==> src/rtl/ntt_coeff_buffer_if.sv <==
// Bus bundle between ntt_coeff_buffer and its neighbours: input stream, the
// memory-wrapper read/write ports and the result stream.
interface ntt_coeff_buffer_if #(
    parameter int LOGQ = 64,
    parameter int LOGN = 4
) ();
    localparam int ADDRW = ((LOGN < 9) ? 9 : LOGN) + 1;

    logic             s_valid;
    logic             s_ready;
    logic [LOGQ-1:0]  s_data;
    logic             ntt_start;
    logic             ntt_finish;
    logic [ADDRW-1:0] ntt_read_address;
    logic [LOGQ-1:0]  ntt_data_in_0;
    logic [LOGQ-1:0]  ntt_data_in_1;
    logic [ADDRW-1:0] ntt_write_address;
    logic             ntt_wea;
    logic [LOGQ-1:0]  ntt_data_out_0;
    logic [LOGQ-1:0]  ntt_data_out_1;
    logic             m_valid;
    logic             m_ready;
    logic [LOGQ-1:0]  m_data;

    modport slave (
        input  s_valid, s_data, ntt_finish, ntt_read_address, ntt_write_address,
               ntt_wea, ntt_data_out_0, ntt_data_out_1, m_ready,
        output s_ready, ntt_start, ntt_data_in_0, ntt_data_in_1, m_valid, m_data
    );

    modport master (
        output s_valid, s_data, ntt_finish, ntt_read_address, ntt_write_address,
               ntt_wea, ntt_data_out_0, ntt_data_out_1, m_ready,
        input  s_ready, ntt_start, ntt_data_in_0, ntt_data_in_1, m_valid, m_data
    );
endinterface

==> src/rtl/ntt_coeff_buffer.sv <==
// Coefficient staging buffer around the NTT memory wrapper: load, run, drain.
// Optional address-range checking is built when NTT_BUF_ADDR_CHECK_EN is defined.
module ntt_coeff_buffer #(
    parameter int LOGQ       = 64,
    parameter int LOGN       = 4,
    parameter int DELAY_BRAM = 1
) (
    input  logic clk,
    input  logic rst,
    ntt_coeff_buffer_if.slave bus,
    output logic busy,
    output logic addr_err
);
    localparam int N     = 1 << LOGN;
    localparam int HW    = LOGN - 1;
    localparam int ADDRW = ((LOGN < 9) ? 9 : LOGN) + 1;

    typedef enum logic [1:0] {IDLE, LOAD, RUN, DRAIN} state_t;
    state_t state, state_n;

    logic [LOGQ-1:0] din  [N];
    logic [LOGQ-1:0] dout [N];

    logic [LOGN-1:0] cnt, rd_cnt, out_cnt;
    logic            rd_done;
    logic            s_fire, m_fire, issue;
    logic [HW-1:0]   ra, wa;

    assign ra     = bus.ntt_read_address[HW-1:0];
    assign wa     = bus.ntt_write_address[HW-1:0];
    assign s_fire = bus.s_valid && bus.s_ready;
    assign m_fire = bus.m_valid && bus.m_ready;

    assign bus.s_ready = (state == IDLE) || (state == LOAD);
    assign busy        = (state != IDLE);

    always_comb begin
        state_n = state;
        case (state)
            IDLE:    if (s_fire) state_n = LOAD;
            LOAD:    if (s_fire && cnt == LOGN'(N-1)) state_n = RUN;
            RUN:     if (bus.ntt_finish) state_n = DRAIN;
            DRAIN:   if (m_fire && out_cnt == LOGN'(N-1)) state_n = IDLE;
            default: state_n = IDLE;
        endcase
    end

    always_ff @(posedge clk) begin
        if (rst) begin
            state         <= IDLE;
            cnt           <= '0;
            bus.ntt_start <= 1'b0;
        end else begin
            state         <= state_n;
            bus.ntt_start <= (state_n == RUN);
            if (s_fire) cnt <= cnt + 1'b1;
        end
    end

    // Storage has no reset; contents survive rst by design.
    always_ff @(posedge clk) begin
        if (!rst && s_fire) din[cnt] <= bus.s_data;
        if (!rst && state == RUN && bus.ntt_wea) begin
            dout[{1'b0, wa}] <= bus.ntt_data_out_0;
            dout[{1'b1, wa}] <= bus.ntt_data_out_1;
        end
    end

    logic [DELAY_BRAM-1:0][LOGQ-1:0] rp0, rp1;
    always_ff @(posedge clk) begin
        if (rst) begin
            rp0 <= '0;
            rp1 <= '0;
        end else begin
            rp0[0] <= din[{1'b0, ra}];
            rp1[0] <= din[{1'b1, ra}];
            for (int i = 1; i < DELAY_BRAM; i++) begin
                rp0[i] <= rp0[i-1];
                rp1[i] <= rp1[i-1];
            end
        end
    end
    assign bus.ntt_data_in_0 = rp0[DELAY_BRAM-1];
    assign bus.ntt_data_in_1 = rp1[DELAY_BRAM-1];

    // Drain pipe: read reg -> output reg, with a skid reg catching the word
    // already in flight when the consumer stalls. Only issue a read if the
    // word will have a landing slot even with no pop next cycle.
    logic            r_vld, skid_vld;
    logic [LOGQ-1:0] r_data, skid_data;
    logic [1:0]      occ_after;

    assign occ_after = 2'(r_vld) + 2'(bus.m_valid) + 2'(skid_vld) - 2'(m_fire);
    assign issue     = (state == DRAIN) && !rd_done && (occ_after <= 2'd1);

    always_ff @(posedge clk) begin
        if (issue) r_data <= dout[rd_cnt];
    end

    always_ff @(posedge clk) begin
        if (rst) begin
            rd_cnt      <= '0;
            rd_done     <= 1'b0;
            out_cnt     <= '0;
            r_vld       <= 1'b0;
            skid_vld    <= 1'b0;
            skid_data   <= '0;
            bus.m_valid <= 1'b0;
            bus.m_data  <= '0;
        end else begin
            r_vld <= issue;
            if (issue) begin
                rd_cnt <= rd_cnt + 1'b1;
                if (rd_cnt == LOGN'(N-1)) rd_done <= 1'b1;
            end
            if (state != DRAIN) rd_done <= 1'b0;
            if (m_fire) out_cnt <= out_cnt + 1'b1;

            if (m_fire || !bus.m_valid) begin
                if (skid_vld) begin
                    bus.m_data  <= skid_data;
                    bus.m_valid <= 1'b1;
                    skid_vld    <= r_vld;
                    if (r_vld) skid_data <= r_data;
                end else if (r_vld) begin
                    bus.m_data  <= r_data;
                    bus.m_valid <= 1'b1;
                end else begin
                    bus.m_valid <= 1'b0;
                end
            end else if (r_vld) begin
                skid_vld  <= 1'b1;
                skid_data <= r_data;
            end
        end
    end

`ifdef NTT_BUF_ADDR_CHECK_EN
    logic rd_bad, wr_bad;
    assign rd_bad = |bus.ntt_read_address[ADDRW-1:HW];
    assign wr_bad = |bus.ntt_write_address[ADDRW-1:HW];

    always_ff @(posedge clk) begin
        if (rst)
            addr_err <= 1'b0;
        else if (state == IDLE && s_fire)
            addr_err <= 1'b0;
        else if (state == RUN && (rd_bad || (bus.ntt_wea && wr_bad)))
            addr_err <= 1'b1;
    end
`else
    logic unused_addr_hi;
    assign unused_addr_hi = ^{bus.ntt_read_address[ADDRW-1:HW],
                              bus.ntt_write_address[ADDRW-1:HW]};
    assign addr_err = 1'b0;
`endif
endmodule

==> src/flat_wrapper.sv <==
// flat-port wrapper written by rule: the top's interface ports become plain ports
module ntt_coeff_buffer_flat 
#(
    parameter int LOGQ       = 64,
    parameter int LOGN       = 4,
    parameter int DELAY_BRAM = 1
)
  (clk, rst, busy, addr_err, bus_s_valid, bus_s_data, bus_ntt_finish, bus_ntt_read_address, bus_ntt_write_address, bus_ntt_wea, bus_ntt_data_out_0, bus_ntt_data_out_1, bus_m_ready, bus_s_ready, bus_ntt_start, bus_ntt_data_in_0, bus_ntt_data_in_1, bus_m_valid, bus_m_data);
  ntt_coeff_buffer_if #(.LOGQ(LOGQ), .LOGN(LOGN)) bus_i ();
  input  logic clk;
  input  logic rst;
  output logic busy;
  output logic addr_err;
  input wire logic [$bits(bus_i.s_valid)-1:0] bus_s_valid;
  input wire logic [$bits(bus_i.s_data)-1:0] bus_s_data;
  input wire logic [$bits(bus_i.ntt_finish)-1:0] bus_ntt_finish;
  input wire logic [$bits(bus_i.ntt_read_address)-1:0] bus_ntt_read_address;
  input wire logic [$bits(bus_i.ntt_write_address)-1:0] bus_ntt_write_address;
  input wire logic [$bits(bus_i.ntt_wea)-1:0] bus_ntt_wea;
  input wire logic [$bits(bus_i.ntt_data_out_0)-1:0] bus_ntt_data_out_0;
  input wire logic [$bits(bus_i.ntt_data_out_1)-1:0] bus_ntt_data_out_1;
  input wire logic [$bits(bus_i.m_ready)-1:0] bus_m_ready;
  output wire logic [$bits(bus_i.s_ready)-1:0] bus_s_ready;
  output wire logic [$bits(bus_i.ntt_start)-1:0] bus_ntt_start;
  output wire logic [$bits(bus_i.ntt_data_in_0)-1:0] bus_ntt_data_in_0;
  output wire logic [$bits(bus_i.ntt_data_in_1)-1:0] bus_ntt_data_in_1;
  output wire logic [$bits(bus_i.m_valid)-1:0] bus_m_valid;
  output wire logic [$bits(bus_i.m_data)-1:0] bus_m_data;
  assign bus_i.s_valid = bus_s_valid;
  assign bus_i.s_data = bus_s_data;
  assign bus_i.ntt_finish = bus_ntt_finish;
  assign bus_i.ntt_read_address = bus_ntt_read_address;
  assign bus_i.ntt_write_address = bus_ntt_write_address;
  assign bus_i.ntt_wea = bus_ntt_wea;
  assign bus_i.ntt_data_out_0 = bus_ntt_data_out_0;
  assign bus_i.ntt_data_out_1 = bus_ntt_data_out_1;
  assign bus_i.m_ready = bus_m_ready;
  assign bus_s_ready = bus_i.s_ready;
  assign bus_ntt_start = bus_i.ntt_start;
  assign bus_ntt_data_in_0 = bus_i.ntt_data_in_0;
  assign bus_ntt_data_in_1 = bus_i.ntt_data_in_1;
  assign bus_m_valid = bus_i.m_valid;
  assign bus_m_data = bus_i.m_data;
  ntt_coeff_buffer #(.LOGQ(LOGQ), .LOGN(LOGN), .DELAY_BRAM(DELAY_BRAM)) u_core (.clk(clk), .rst(rst), .bus(bus_i), .busy(busy), .addr_err(addr_err));
endmodule
==> config.mk <==
export PLATFORM = sky130hd
export DESIGN_NAME = ntt_coeff_buffer_flat
export DESIGN_NICKNAME = d
export VERILOG_FILES = /design/src/rtl/ntt_coeff_buffer_if.sv /design/src/rtl/ntt_coeff_buffer.sv /design/src/flat_wrapper.sv
export SDC_FILE = /design/constraint.sdc
export NUM_CORES = 2
export LEC_CHECK = 0
export BUFFER_PORTS_ARGS = -buffer_cell sky130_fd_sc_hd__buf_2
export CAP_MARGIN = 15
export CORE_UTILIZATION = 40
export DETAILED_ROUTE_END_ITERATION = 10
export PLACE_DENSITY = 0.57
export SETUP_SLACK_MARGIN = 0.2
export SLEW_MARGIN = 20
export SYNTH_ARGS = -nofsm -noshare
export SYNTH_HDL_FRONTEND = slang
export SYNTH_SLANG_ARGS = --single-unit
==> constraint.sdc <==
create_clock -name clk -period 12.3 [get_ports clk]
set_input_delay 2.46 -clock clk [delete_from_list [all_inputs] [get_ports clk]]
set_output_delay 2.46 -clock clk [all_outputs]
set_load 0.02 [all_outputs]
Word level (Yosys, flattened, before mapping)
Memories as Yosys holds them, arrays and structs flattened. A register that Yosys moved wholly into a read port is not among the register bits.
Index checks and enable logic that the tools add are counted.
{ "classes": {"addsub": 6, "multipliers": 0, "n_div": 0, "magnitude_cmp": 1, "n_eq_ne": 9, "shifts": 0, "mux": 19, "bitwise_logic": 0, "reduce_logical": 21} }
{ "op_table": {"columns": ["operator", "n"], "rows": [
  ["64-bit 2-to-1 mux", 5],
  ["4-bit by 1-bit adder with 4-bit output (second input constant)", 3],
  ["4-bit equality test (second input constant)", 3],
  ["1-bit logical AND", 9],
  ["1-bit 2-to-1 mux", 9],
  ["2-bit 2-to-1 mux", 4],
  ["2-bit one-hot mux with 4 select lines", 1],
  ["2-bit equality test (second input constant)", 3],
  ["2-bit nonzero test", 3],
  ["2-bit AND reduction", 2],
  ["1-bit zero test", 3],
  ["1-bit by 1-bit adder with 2-bit output", 1],
  ["2-bit by 1-bit adder with 2-bit output", 1],
  ["2-bit by 1-bit equality test with 1-bit output (second input constant)", 1],
  ["2-bit by 1-bit <= comparator with 1-bit output (second input constant)", 1],
  ["2-bit zero test", 1],
  ["1-bit logical OR", 2],
  ["2-bit by 1-bit != test with 1-bit output (second input constant)", 1],
  ["2-bit != test (second input constant)", 1],
  ["2-bit OR reduction", 1],
  ["2-bit by 1-bit subtractor with 2-bit output", 1]
]} }
{ "totals": {"reg_bits": 147, "latchBits": 0, "mem_bits_rw": 2048, "mem_bits_ro": 0, "out_inout_bits": 197, "word_cells": 69, "mem_count": 2} }
{ "memory_table": {"columns": ["memory", "depth", "width", "read_ports", "rd_ports_with_merged_regs", "write_ports", "line_no", "source"], "rows": [
  ["u_core.din", 16, 64, 2, 2, 1, "ntt_coeff_buffer.sv:21", "logic [LOGQ-1:0] din [N];"],
  ["u_core.dout", 16, 64, 1, 1, 2, "ntt_coeff_buffer.sv:22", "logic [LOGQ-1:0] dout [N];"]
]} }

Longest topological paths before layout
{ "depth": {"word_depth": 7, "mapped_depth": 9, "mapped_depth_nobuf": 8} }

Least setup slack after synthesis
No wires, ideal clock.
{ "synth_path": {"path_kind": "input -> register", "start": "input port rst", "end": "memory u_core.dout[0][0], enable pin", "setup_time_ns": 0.774, "arrival_ns": 11.740, "path_slack_ns": -0.214, "path_stages": 4, "path_buffers": 1, "cell_sequence": "clkbuf_1 nor4b_1 nand2b_1 nor3_1"} }
{ "synth_rtl": {"columns": ["item", "line_no", "source"], "rows": [
  ["start: declaration", "flat_wrapper.sv:11", "input logic rst;"],
  ["end: declaration", "ntt_coeff_buffer.sv:22", null]
]} }

==> key figures <==
Floorplan
  • Die Wd: ~470 µm
  • IO Count: 415
  • Total core area: around 0.22 mm²
  • Die ar.: around 0.22 mm²
  • Die Ht: around 470 µm
  • Row count: ~170
  • Initial Utilization: 0.402

Pwr
  • Pleak: around 32 nW
  • Pwr dens: ~160 mW/mm²
  • Int Pwr: 13.1 mW
  • Worst VDD drop: 134 µV
  • Reg power frac: 0.539
  • Switching part of the total: 0.205
  • Clock share of power: 0.435
  • Net Sw Power: ~3.4 mW
  • Design Power: 16.5 mW
  • Comb pwr share: 0.026

GRT
  • Tot GR Track Use: 0.184
  • Largest net degree at the start of global routing: 107
  • Vias in the first global route: 43000
  • Antenna violations before repair: a little over 70
  • First-pass GRT wire length: 296000 µm
  • Gr ovfl total: 0

Critical path
  • Crit path capture type: register
  • Cell family with most CP delay: buffers and inverters
  • WP buf/inv: 3
  • Slowest cell on crit path: buf_4
  • Worst path most repeated cell: buf_4
  • CP required: 12750 ps
  • Crit Path Max Fanout: 99
  • Worst path max stage delay: slightly above 800 ps
  • CP cell instances: buf_8 > nor4b_1 > nand2_1 > nor2_4 > buf_4 > buf_4
  • CP Launch Type: primary input
  • Crit path arrival time: 5430 ps
  • CP Class: primary input to register

STA
  • Fin. Hold Viols: 0
  • Max Transition Viols Final: 0
  • RSZ-0062 raised after global routing: no
  • Max Fclk: 201 MHz
  • Setup TNS: 0 ps
  • Setup violators final: 0
  • Tcrit/Tclk final: 0.405
  • Clock period minus worst slack: approximately 5000 ps
  • Worst slew margin: 0.256
  • Final Skew: approximately 76 ps
  • Worst-Margin Slew: 1120 ps

Clock tree
  • Setup Buffers After CTS: 0
  • CTS Hold Bufs: 0
  • Clock buffer depth: 3
  • TritonCTS Buffers: 240
  • CTS clk-pin slew, worst paths: 60 ps
  • CTS Sinks: between 2000 and 2500
  • Clk_lat worst skew: 860 ps
  • # resized after CTS: 0
  • CTS tree: yes
  • Clock Root Buffer: clkbuf_16
  • CTS H-tree lvls: 4

Place
  • DPL Wire Length: 106000 µm
  • Placer Congestion: 0.699
  • DP Area: 0.0929 mm²
  • Port Buffer Count: approximately 400

Detailed routing
  • Post-DRT Antenna Nets: 0
  • WL final: 203000 µm
  • Drt drc: 0
  • Wire per inst: approximately 26 µm
  • Pre-antenna DRT Iters: 7
  • Avg Vias per Cell: 5.37
  • DR iter-0 viols: 3072
  • Via count: 41200

Yosys
  • Ys Warns: 0
  • Syn Std Cell Area: just under 0.09 mm²
  • EDFF count, synth: 2112
  • FFs w/ async S/R, synth: 0
  • Synth top area cells: edfxtp_1 (73%), mux4_2 (13%), dfxtp_1 (6.3%)
  • Mapped Cells: 4078
  • Yosys reg bits: 2387
  • Syn Area/Cell: 21.4 µm²
  • Register area share after synthesis: 0.789
  • Syn_nets: 4304
  • Post-synthesis cell type count: 38
  • Main flop type after synthesis: edfxtp_1
  • Synth top area share: 0.726
  • Biggest area consumer among synthesized cells: edfxtp_1
  • Post-synth top cells: edfxtp_1 (2112), mux4_2 (512), dfxtp_1 (275)
  • Top-count cell post-synth: edfxtp_1

Finish
  • Sequential cell area: 0.0689 mm²
  • Multi-input combinational cell area: 0.0176 mm²
  • # fillers: 18100
  • Final cell area excluding filler cells: 0.101 mm²
  • Share of layout cells above drive strength 1: 0.287
  • Nets@finish: 4803
  • Area Overhead vs Synth: 15.3%

Status
  • Status: finished clean

Min path
  • Worst min path class: register to register

Run
  • Maxcap violations: 0
[per-stage QoR]
| step | instances | util | setup WS (ps) | hold WS (ps) |
|---|---|---|---|---|
| CTS | 7647 | 0.464 | 7290 | 456 |
| global route | 7655 | 0.464 | 7140 | 469 |
| floorplan | 4078 | - | 3220 | 436 |
| detailed placement | 7189 | 0.428 | 6360 | 448 |
| global placement | 7188 | 0.427 | 6330 | 442 |
| finish | 7666 | 0.464 | 7320 | 454 |
[worst register-to-register path: cells and delay by family, from the launching register on]
| kind | cells | cell delay (ps) |
|---|---|---|
| compound gates | 1 | 230 |
| buf+inv | 2 | 1490 |
| flops | 1 | 950 |
| mux | 1 | 640 |
| simple gates | 1 | 150 |
[flip-flops by register name (all words and copies together), names as in the netlist, 2 cells and up]
register,cells
u_core.r_data,64
u_core.cnt,4
u_core.rd_cnt,4
u_core.skid_data,64
u_core.dout,1024
u_core.bus.ntt_data_in_0,64
u_core.bus.ntt_data_in_1,64
u_core.din,1024
u_core.state,2
u_core.out_cnt,4
u_core.bus.m_data,64
[layout by cell type, fill, tap and decap left out, types with 5 or more instances in the layout]
cell type  Yosys  routed
nor2_1       226     206
buf_4         19      79
edfxtp_1    2112    2112
buf_2         47     395
diode_2        0      19
buf_12         0       5
a21oi_1       71      71
mux2i_1      194     194
clkinv_1       0      34
ha_1           8       8
clkbuf_16      0     243
dfxtp_1      275     272
nor2_4         0      20
a22oi_1      128     128
bufinv_16      0      13
clkinv_4       0       5
clkinv_16      0       5
nand2b_1       7       7
clkbuf_8       0      27
mux4_2       512     512
a211oi_1      64      64
inv_1          6       6
nand2_1      205     205
clkbuf_1      92      80
clkinv_2       0      36
[per-layer routing]
metal  wire length, µm  track usage  vias up
met5               604            0        -
li1                  -            -    17700
met2            101000        0.305     1029
met4              4290       0.0503       94
met1             83300        0.235    21900
met3             14400       0.0541      388
[worst paths after layout]
check	start	endpoint	slack (ps)	depth (start not counted)
max	rst	u_core.dout[6][30]	7320	6
min	u_core.skid_data[52]	u_core.skid_data[52]	450	2
max reg2reg	u_core.rd_cnt[0]	u_core.r_data[31]	8600	5
min reg2reg	u_core.skid_data[52]	u_core.skid_data[52]	450	2
[power by group through the flow]
stage | sequential [mW] | combinational (mW) | clock, mW
2_1_floorplan | 9.08 | 0.194 | 0
3_3_place_gp | 9.05 | 0.433 | 0
3_5_place_dp | 9.05 | 0.444 | 0
4_1_cts | 8.88 | 0.445 | 7.36
5_1_grt | 8.88 | 0.473 | 7.65
6_report | 8.88 | 0.433 | 7.16
[final cells by class]
cell class / instances / share of cell area
repair buffers: 484 / 0.0274
inverters: 6 / 0.000224
multi-input cells: 1458 / 0.174
diodes: 19 / 0.000472
clock buffers: 349 / 0.0669
well taps: 2854 / 0.0354
flip-flops and latches: 2387 / 0.684
clock inverters: 109 / 0.0109
[logic make-up (layout without fill, tap and decap cells)]
group,count (synthesis),after routing,share of synthesized area
adder cells (fa/ha/maj),8,8,0.00115
buffers and inverters,233,948,0.0124
XOR/XNOR,7,7,0.000702
other,1,20,0.0000429
multiplexers,708,708,0.155
flip-flops,2387,2387,0.789
AND/OR/NAND/NOR,463,463,0.0208
AO/OA/AOI/OAI,271,271,0.0212
Power figures use the tool's default switching activity.
